File: src/rtl/coin_accumulator_if.sv
// ---------------------------------------------------------------------------
// coin_accumulator_if
// Groups the coin, selection, refund and dispense-request signals of the
// vending front end into one bundle.
//   master : the surroundings (coin mech, keypad, dispenser). It drives coin
//            strobes, selections, cancel and req_ready.
//   slave  : coin_accumulator. It drives the request, the credit, the refund
//            and the status pulses.
// Ports (all plain signals inside the interface):
//   coin_valid, coin_type, sel_valid, sel_product, cancel, req_ready  -> slave
//   req_valid, req_product, req_cost, credit, coin_reject, sel_short,
//   refund_valid, refund_amt, busy                                    -> master
// ---------------------------------------------------------------------------
interface coin_accumulator_if #(
    parameter int CREDIT_W = 5
);
    logic                coin_valid;
    logic                coin_type;
    logic                sel_valid;
    logic [1:0]          sel_product;
    logic                cancel;
    logic                req_ready;
    logic                req_valid;
    logic [1:0]          req_product;
    logic [CREDIT_W-1:0] req_cost;
    logic [CREDIT_W-1:0] credit;
    logic                coin_reject;
    logic                sel_short;
    logic                refund_valid;
    logic [CREDIT_W-1:0] refund_amt;
    logic                busy;

    modport master (
        output coin_valid, coin_type, sel_valid, sel_product, cancel, req_ready,
        input  req_valid, req_product, req_cost, credit, coin_reject, sel_short,
               refund_valid, refund_amt, busy
    );

    modport slave (
        input  coin_valid, coin_type, sel_valid, sel_product, cancel, req_ready,
        output req_valid, req_product, req_cost, credit, coin_reject, sel_short,
               refund_valid, refund_amt, busy
    );
endinterface

File: src/rtl/coin_accumulator.sv
// ---------------------------------------------------------------------------
// coin_accumulator
// Vending front end: collects 5/10 unit coins into a credit total, checks a
// product selection against its price (5 * (product + 1)), and hands a single
// {product, cost} request to the dispenser over a valid/ready handshake.
// Cancel returns the credit through a one-cycle refund pulse.
//
// Ports:
//   clk    rising-edge clock
//   rst_n  asynchronous active-low reset (drops credit, no refund issued)
//   bus    coin_accumulator_if.slave - coin/select/cancel inputs, request,
//          credit, refund and status outputs (all outputs registered, each
//          response appears one cycle after the input that caused it)
//
// Optional feature:
//   INACTIVITY_TIMEOUT_EN - when defined, TIMEOUT_CYCLES idle cycles in
//   COLLECT trigger an automatic refund exactly like a cancel. When
//   undefined there is no counter and COLLECT waits for a select or cancel.
// ---------------------------------------------------------------------------
module coin_accumulator #(
    parameter int CREDIT_W       = 5,
    parameter int MAX_CREDIT     = 20,
    parameter int TIMEOUT_CYCLES = 1024
) (
    input  logic              clk,
    input  logic              rst_n,
    coin_accumulator_if.slave bus
);
    // One extra bit so credit + coin can never wrap before the ceiling check.
    localparam int SUM_W = CREDIT_W + 1;
    localparam logic [SUM_W-1:0] COIN_LO_VAL = SUM_W'(32'd5);
    localparam logic [SUM_W-1:0] COIN_HI_VAL = SUM_W'(32'd10);
    localparam logic [SUM_W-1:0] MAX_VAL     = SUM_W'(MAX_CREDIT);

    typedef enum logic [1:0] {
        ST_IDLE    = 2'd0,
        ST_COLLECT = 2'd1,
        ST_REQUEST = 2'd2,
        ST_REFUND  = 2'd3
    } state_t;

    // Price table: product n costs 5 * (n + 1).
    function automatic logic [SUM_W-1:0] price_of(input logic [1:0] product);
        logic [SUM_W-1:0] price;
        case (product)
            2'd0:    price = COIN_LO_VAL;
            2'd1:    price = COIN_HI_VAL;
            2'd2:    price = SUM_W'(32'd15);
            2'd3:    price = SUM_W'(32'd20);
            default: price = {SUM_W{1'b0}};
        endcase
        return price;
    endfunction

    state_t              state_r,        state_nx_s;
    logic [CREDIT_W-1:0] credit_r,       credit_nx_s;
    logic                req_valid_r,    req_valid_nx_s;
    logic [1:0]          req_product_r,  req_product_nx_s;
    logic [CREDIT_W-1:0] req_cost_r,     req_cost_nx_s;
    logic                coin_reject_r,  coin_reject_nx_s;
    logic                sel_short_r,    sel_short_nx_s;
    logic                refund_valid_r, refund_valid_nx_s;
    logic [CREDIT_W-1:0] refund_amt_r,   refund_amt_nx_s;
    logic                busy_r,         busy_nx_s;

    logic [SUM_W-1:0]    coin_value_s;
    logic [SUM_W-1:0]    coin_sum_s;
    logic                coin_fits_s;
    logic [SUM_W-1:0]    price_s;
    logic [SUM_W-1:0]    credit_eff_s;
    logic                coin_acc_s;
    logic                timeout_s;
    logic                abort_s;

    assign coin_value_s = bus.coin_type ? COIN_HI_VAL : COIN_LO_VAL;
    assign coin_sum_s   = {1'b0, credit_r} + coin_value_s;
    assign coin_fits_s  = (coin_sum_s <= MAX_VAL);
    assign price_s      = price_of(bus.sel_product);
    // Cancel and inactivity timeout end a collection the same way.
    assign abort_s      = bus.cancel | timeout_s;
    assign busy_nx_s    = (state_nx_s != ST_IDLE);

    // Next-state and next-output decode for the collection FSM.
    always_comb begin
        state_nx_s        = state_r;
        credit_nx_s       = credit_r;
        req_valid_nx_s    = req_valid_r;
        req_product_nx_s  = req_product_r;
        req_cost_nx_s     = req_cost_r;
        coin_reject_nx_s  = 1'b0;
        sel_short_nx_s    = 1'b0;
        refund_valid_nx_s = 1'b0;
        refund_amt_nx_s   = {CREDIT_W{1'b0}};
        coin_acc_s        = 1'b0;
        credit_eff_s      = {1'b0, credit_r};

        case (state_r)
            ST_IDLE: begin
                if (bus.coin_valid) begin
                    if (coin_fits_s) begin
                        coin_acc_s  = 1'b1;
                        credit_nx_s = coin_sum_s[CREDIT_W-1:0];
                        state_nx_s  = ST_COLLECT;
                    end else begin
                        coin_reject_nx_s = 1'b1;
                    end
                end else begin
                    state_nx_s = ST_IDLE;
                end
                // Nothing collected yet, so any selection is short.
                if (bus.sel_valid) begin
                    sel_short_nx_s = 1'b1;
                end else begin
                    sel_short_nx_s = 1'b0;
                end
            end

            ST_COLLECT: begin
                if (abort_s) begin
                    // Cancel wins over select; a coin arriving now is bounced.
                    state_nx_s        = ST_REFUND;
                    refund_valid_nx_s = 1'b1;
                    refund_amt_nx_s   = credit_r;
                    coin_reject_nx_s  = bus.coin_valid;
                end else begin
                    if (bus.coin_valid && coin_fits_s) begin
                        coin_acc_s   = 1'b1;
                        credit_eff_s = coin_sum_s;
                    end else begin
                        coin_reject_nx_s = bus.coin_valid;
                    end
                    credit_nx_s = credit_eff_s[CREDIT_W-1:0];
                    // Price check sees the coin accepted in this same cycle.
                    if (bus.sel_valid) begin
                        if (price_s <= credit_eff_s) begin
                            state_nx_s       = ST_REQUEST;
                            req_valid_nx_s   = 1'b1;
                            req_product_nx_s = bus.sel_product;
                            req_cost_nx_s    = credit_eff_s[CREDIT_W-1:0];
                        end else begin
                            sel_short_nx_s = 1'b1;
                        end
                    end else begin
                        state_nx_s = ST_COLLECT;
                    end
                end
            end

            ST_REQUEST: begin
                // Request is frozen; cancel and select are ignored here.
                coin_reject_nx_s = bus.coin_valid;
                if (req_valid_r && bus.req_ready) begin
                    state_nx_s       = ST_IDLE;
                    credit_nx_s      = {CREDIT_W{1'b0}};
                    req_valid_nx_s   = 1'b0;
                    req_product_nx_s = 2'd0;
                    req_cost_nx_s    = {CREDIT_W{1'b0}};
                end else begin
                    state_nx_s = ST_REQUEST;
                end
            end

            ST_REFUND: begin
                coin_reject_nx_s = bus.coin_valid;
                credit_nx_s      = {CREDIT_W{1'b0}};
                state_nx_s       = ST_IDLE;
            end

            default: begin
                state_nx_s       = ST_IDLE;
                credit_nx_s      = {CREDIT_W{1'b0}};
                req_valid_nx_s   = 1'b0;
                req_product_nx_s = 2'd0;
                req_cost_nx_s    = {CREDIT_W{1'b0}};
            end
        endcase
    end

    // State and output registers.
    always_ff @(posedge clk or negedge rst_n) begin
        if (!rst_n) begin
            state_r        <= ST_IDLE;
            credit_r       <= {CREDIT_W{1'b0}};
            req_valid_r    <= 1'b0;
            req_product_r  <= 2'd0;
            req_cost_r     <= {CREDIT_W{1'b0}};
            coin_reject_r  <= 1'b0;
            sel_short_r    <= 1'b0;
            refund_valid_r <= 1'b0;
            refund_amt_r   <= {CREDIT_W{1'b0}};
            busy_r         <= 1'b0;
        end else begin
            state_r        <= state_nx_s;
            credit_r       <= credit_nx_s;
            req_valid_r    <= req_valid_nx_s;
            req_product_r  <= req_product_nx_s;
            req_cost_r     <= req_cost_nx_s;
            coin_reject_r  <= coin_reject_nx_s;
            sel_short_r    <= sel_short_nx_s;
            refund_valid_r <= refund_valid_nx_s;
            refund_amt_r   <= refund_amt_nx_s;
            busy_r         <= busy_nx_s;
        end
    end

`ifdef INACTIVITY_TIMEOUT_EN
    localparam int CNT_W = (TIMEOUT_CYCLES > 2) ? $clog2(TIMEOUT_CYCLES) : 1;
    localparam logic [CNT_W-1:0] CNT_LAST = CNT_W'(TIMEOUT_CYCLES - 1);

    logic [CNT_W-1:0] idle_cnt_r;

    assign timeout_s = (state_r == ST_COLLECT) && (idle_cnt_r == CNT_LAST);

    // Idle counter: runs only while staying in COLLECT, cleared by activity.
    always_ff @(posedge clk or negedge rst_n) begin
        if (!rst_n) begin
            idle_cnt_r <= {CNT_W{1'b0}};
        end else if ((state_r == ST_COLLECT) && (state_nx_s == ST_COLLECT)) begin
            if (coin_acc_s || sel_short_nx_s) begin
                idle_cnt_r <= {CNT_W{1'b0}};
            end else begin
                idle_cnt_r <= idle_cnt_r + CNT_W'(1'b1);
            end
        end else begin
            idle_cnt_r <= {CNT_W{1'b0}};
        end
    end
`else
    logic unused_cfg_s;

    assign timeout_s    = 1'b0;
    assign unused_cfg_s = (TIMEOUT_CYCLES == 32'sd0) | coin_acc_s;
`endif

    assign bus.req_valid    = req_valid_r;
    assign bus.req_product  = req_product_r;
    assign bus.req_cost     = req_cost_r;
    assign bus.credit       = credit_r;
    assign bus.coin_reject  = coin_reject_r;
    assign bus.sel_short    = sel_short_r;
    assign bus.refund_valid = refund_valid_r;
    assign bus.refund_amt   = refund_amt_r;
    assign bus.busy         = busy_r;
endmodule

File: src/flat_wrapper.sv
// flat-port wrapper written by rule: the top's interface ports become plain ports
module coin_accumulator_flat 
#(
    parameter int CREDIT_W       = 5,
    parameter int MAX_CREDIT     = 20,
    parameter int TIMEOUT_CYCLES = 1024
)
  (clk, rst_n, bus_coin_valid, bus_coin_type, bus_sel_valid, bus_sel_product, bus_cancel, bus_req_ready, bus_req_valid, bus_req_product, bus_req_cost, bus_credit, bus_coin_reject, bus_sel_short, bus_refund_valid, bus_refund_amt, bus_busy);
  coin_accumulator_if #(.CREDIT_W(CREDIT_W)) bus_i ();
  input  logic clk;
  input  logic rst_n;
  input wire logic [$bits(bus_i.coin_valid)-1:0] bus_coin_valid;
  input wire logic [$bits(bus_i.coin_type)-1:0] bus_coin_type;
  input wire logic [$bits(bus_i.sel_valid)-1:0] bus_sel_valid;
  input wire logic [$bits(bus_i.sel_product)-1:0] bus_sel_product;
  input wire logic [$bits(bus_i.cancel)-1:0] bus_cancel;
  input wire logic [$bits(bus_i.req_ready)-1:0] bus_req_ready;
  output wire logic [$bits(bus_i.req_valid)-1:0] bus_req_valid;
  output wire logic [$bits(bus_i.req_product)-1:0] bus_req_product;
  output wire logic [$bits(bus_i.req_cost)-1:0] bus_req_cost;
  output wire logic [$bits(bus_i.credit)-1:0] bus_credit;
  output wire logic [$bits(bus_i.coin_reject)-1:0] bus_coin_reject;
  output wire logic [$bits(bus_i.sel_short)-1:0] bus_sel_short;
  output wire logic [$bits(bus_i.refund_valid)-1:0] bus_refund_valid;
  output wire logic [$bits(bus_i.refund_amt)-1:0] bus_refund_amt;
  output wire logic [$bits(bus_i.busy)-1:0] bus_busy;
  assign bus_i.coin_valid = bus_coin_valid;
  assign bus_i.coin_type = bus_coin_type;
  assign bus_i.sel_valid = bus_sel_valid;
  assign bus_i.sel_product = bus_sel_product;
  assign bus_i.cancel = bus_cancel;
  assign bus_i.req_ready = bus_req_ready;
  assign bus_req_valid = bus_i.req_valid;
  assign bus_req_product = bus_i.req_product;
  assign bus_req_cost = bus_i.req_cost;
  assign bus_credit = bus_i.credit;
  assign bus_coin_reject = bus_i.coin_reject;
  assign bus_sel_short = bus_i.sel_short;
  assign bus_refund_valid = bus_i.refund_valid;
  assign bus_refund_amt = bus_i.refund_amt;
  assign bus_busy = bus_i.busy;
  coin_accumulator #(.CREDIT_W(CREDIT_W), .MAX_CREDIT(MAX_CREDIT), .TIMEOUT_CYCLES(TIMEOUT_CYCLES)) u_core (.clk(clk), .rst_n(rst_n), .bus(bus_i));
endmodule
File: config.mk
export PLATFORM = sky130hd
export DESIGN_NAME = coin_accumulator_flat
export DESIGN_NICKNAME = d
export VERILOG_FILES = /design/src/rtl/coin_accumulator_if.sv /design/src/rtl/coin_accumulator.sv /design/src/flat_wrapper.sv
export SDC_FILE = /design/constraint.sdc
export NUM_CORES = 1
export LEC_CHECK = 0
export ABC_AREA = 1
export CAP_MARGIN = 10
export CORE_ASPECT_RATIO = 1.75
export CORE_MARGIN = 2
export CORE_UTILIZATION = 46
export DETAILED_ROUTE_END_ITERATION = 6
export PLACE_DENSITY = 0.76
export SYNTH_ARGS = -nofsm -noshare
export SYNTH_HDL_FRONTEND = slang
export SYNTH_SLANG_ARGS = --single-unit
File: constraint.sdc
create_clock -name clk -period 2.9 [get_ports clk]
set_input_delay 0.435 -clock clk [delete_from_list [all_inputs] [get_ports clk]]
set_output_delay 0.435 -clock clk [all_outputs]
set_load 0.1 [all_outputs]
==> results by group <==
Yosys
  – Area share of the leading cell type in the synthesized netlist: 40.13%
  – Top-count cell post-synth: nand2_1
  – Unique masters post-synth: 23
  – Net count after synthesis: a little over 200
  – Cell type with the largest total area after synthesis: dfrtp_1
  – Most used flip-flop cell after synthesis: dfrtp_1
  – Number of warnings reported in the yosys synthesis log: 0
  – Register area share after synthesis: 40.13%
  – Syn Area/Cell: 8.222 µm²
  – Total standard cell area after synthesis: 0.001496 mm²
  – Synth top cells by count: nand2_1 (34), inv_1 (27), dfrtp_1 (24), a21oi_1 (20), nand3_1 (15)
  – Fraction of registers with async set or reset after synthesis: 100.0%
  – Count of state elements after synthesis: 24
  – Number of flops mapped to enable cells by yosys: 0
  – Cell types with the largest area share after synthesis: dfrtp_1 (40%), ha_1 (11%), nand2_1 (8.5%), inv_1 (6.8%), a21oi_1 (6.7%)
  – Synthesized netlist cell count: 182

Final layout
  – Sequential Area: 608.1 µm²
  – Area grow syn2layout: 51.00%
  – Ant. Diodes: 0
  – Final cell count without fillers: roughly 290
  – Final net count: 272
  – Fill cells: about 240
  – Share of cells above drive strength 1: 39.52%
  – Total area of multi-input combinational cells: 918.4 µm²

Critical path
  – Highest cell delay on the worst timing path: 0.51 ns
  – Arrival time reported for the critical path endpoint: about 3.3 ns
  – CP Data Required Time: 3.08 ns
  – Highest fanout seen on the critical path: 8
  – CP Capture Type: register
  – Cell Chain, Critical Path: ha_4 > fa_2 > or2_1 > nand3_2 > nand3_2 > nand2_4 > nand3_4 > buf_6 > nand2_2 > nand2_2 > inv_1 > ha_1 > inv_1 > a21oi_2 > o211ai_1 > buf_4 > nand3_4 > nand3_4 > nand2_1 > o21ai_1
  – Critical path's slowest cell: dfrtp_4
  – Startpoint Class: register
  – Critical path start-end classification: reg2reg
  – Most used cell along the critical path: nand3_4
  – Worst path bufs/invs: 4
  – Cell family with most CP delay: simple AND/OR/NAND/NOR gates

Floorplanning
  – Core Region: ~0.0031 mm²
  – Count of pins on the block boundary: 31
  – Rows: 27
  – Floorplan die area: 0.003743 mm²
  – Width of the die: 47.12 µm
  – Effective utilization at floorplan: 47.63%
  – Die Y-Extent: just under 80 µm

Route
  – Total length of routed wires: between 4 and 5 mm
  – Total via count in the routed design: 1552
  – Remaining antenna violation count: 0
  – Per-cell via count in the routed design: about 5.3
  – Initial drt markers: 78
  – Post-DR wirelength/cell: 15.56 µm
  – DRT Pass-1 Iters: 4
  – DRC violation count after routing: 0

STA
  – Hold Vio Cnt, Final: 0
  – Setup slack of the critical path after layout: -0.2541 ns
  – Post-route fraction of the period consumed by the critical path: 108.8%
  – Aggregate negative setup slack: -2.684 ns
  – Final setup skew: 0.001849 ns
  – Unrepaired setup endpoints after global routing: true
  – Worst Tran Pin Value: 0.7760 ns
  – Final setup violation count: 12
  – Final max-slew violation count: 0
  – Final period demand of the worst path: 3.154 ns
  – Max Clk Rate: 317.0 MHz
  – Max-slew headroom: 48.08%

Place
  – Port buffer count: 30
  – Hpwl dp: 3.058 mm
  – Placement-stage worst setup slack: -0.6877 ns
  – Total placed cells including tap cells: about 270
  – RePlAce Congestion: 0.8908

Clocking
  – Hold-fix buffers at CTS: 0
  – CTS tree: yes
  – Root Buffer Master: clkbuf_8
  – Number of buffers inserted during clock tree synthesis: 3
  – Number of clock sinks seen by CTS: 24
  – Insertion delay to the later sink of the worst-skew pair: around 0.28 ns
  – Max Root-Sink Buffers: 2
  – Clock slew at reported path FFs: 0.09 ns
  – H-tree depth: 1

Flow run
  – Max Cap Violations: 0

Hold path
  – Min-Delay Path Class: in2async

Global route
  – Maximum number of pins on one net before global-route repair: 15
  – Number of antenna violations at the first check in global routing: 0
  – All-Layer GR Usage: roughly 27%
  – Global-route wire length before repair: slightly above 7 mm
  – Sum of overflow across all layers after global routing: 0
  – Number of global-route vias before repair: 1645

Status
  – Status: finished, violations left
  – Failing checks: negative setup slack
## repair_timing
| item | 4_1_cts | 5_1_grt |
|---|---|---|
| setup buffers | 8 | 5 |
| pin swaps | 15 | 9 |
| resized for setup | 11 | 8 |
| cloned | 0 | 0 |
| setup endpoints to repair | 12 | 12 |
| endpoints found under the hold margin | 0 | 0 |
## cells by family (layout without fill, tap and decap cells)
logic type	count (synthesis)	in the layout	share of synthesized area, %
compound gates	32	32	10.95
buf+inv	30	96	7.609
flops	24	24	40.13
fa+ha+maj	14	14	12.21
simple gates	82	82	29.10
## state kept, by name, indices dropped and copies added (netlist names), 2 cells and up
| signal | cells |
|---|---|
| u_core.bus.credit | 5 |
| u_core.bus.req_cost | 5 |
| u_core.bus.refund_amt | 5 |
| u_core.state_r | 2 |
| u_core.bus.req_product | 2 |
## final timing paths
check                                        from                      to  slack (ns)  depth (start not counted)
setup / recovery             u_core.bus.credit[0]  u_core.bus.req_cost[2]       -0.25                         20
hold reg to reg            u_core.bus.req_cost[4]  u_core.bus.req_cost[4]        0.49                          2
max in group asynchronous                   rst_n    u_core.bus.credit[2]        1.81                          2
min in group clk           u_core.bus.req_cost[4]  u_core.bus.req_cost[4]        0.49                          2
setup reg to reg             u_core.bus.credit[0]  u_core.bus.req_cost[2]       -0.25                         20
hold / removal                              rst_n  u_core.bus.coin_reject        0.48                          1
## metal layers
metal / track usage (%) / part of all wire, % / vias up
met5: 0 / 0 / -
met4: 19.17 / 7.4 / 0
met3: 3.167 / 4.2 / 25
met2: 48.77 / 54 / 63
met1: 26.66 / 34 / 734
li1: - / - / 730
## placed cells by master, fill, tap and decap left out, types with 2 or more instances in the layout
master,count
a21oi_2,3
nand2_1,30
buf_4,53
dfrtp_2,3
ha_4,4
ha_1,9
dfrtp_1,20
nand3_4,4
buf_6,2
o21ai_1,7
inv_1,26
clkbuf_8,3
nor2_4,3
a21oi_1,17
o21ai_0,3
inv_2,3
nor2_1,9
nand3_2,3
nand3_1,11
clkdlybuf4s50_1,7
nand2_4,6
nand2_2,7
nand4_1,6
## final cells by class
cell class	instances	share of cell area, %
tap	43	2.381
clock buffer	3	1.827
timing repair buffer	63	22.09
sequential	24	26.91
multi-input combinational	128	40.64
clock inverter	1	1.329
inverter	29	4.817
## per-stage QoR
stage	area, µm²	hold WS (ns)	utilization [%]
2_1_floorplan	1550	0.1394	-
3_3_place_gp	1994	0.4735	63.48
3_5_place_dp	1994	0.4794	63.48
4_1_cts	2177	0.4965	69.30
5_1_grt	2260	0.5106	71.92
6_report	2260	0.4835	71.92
Power is not shown: default switching activity piles up to over one toggle a cycle in this logic, so the estimate is an artifact.
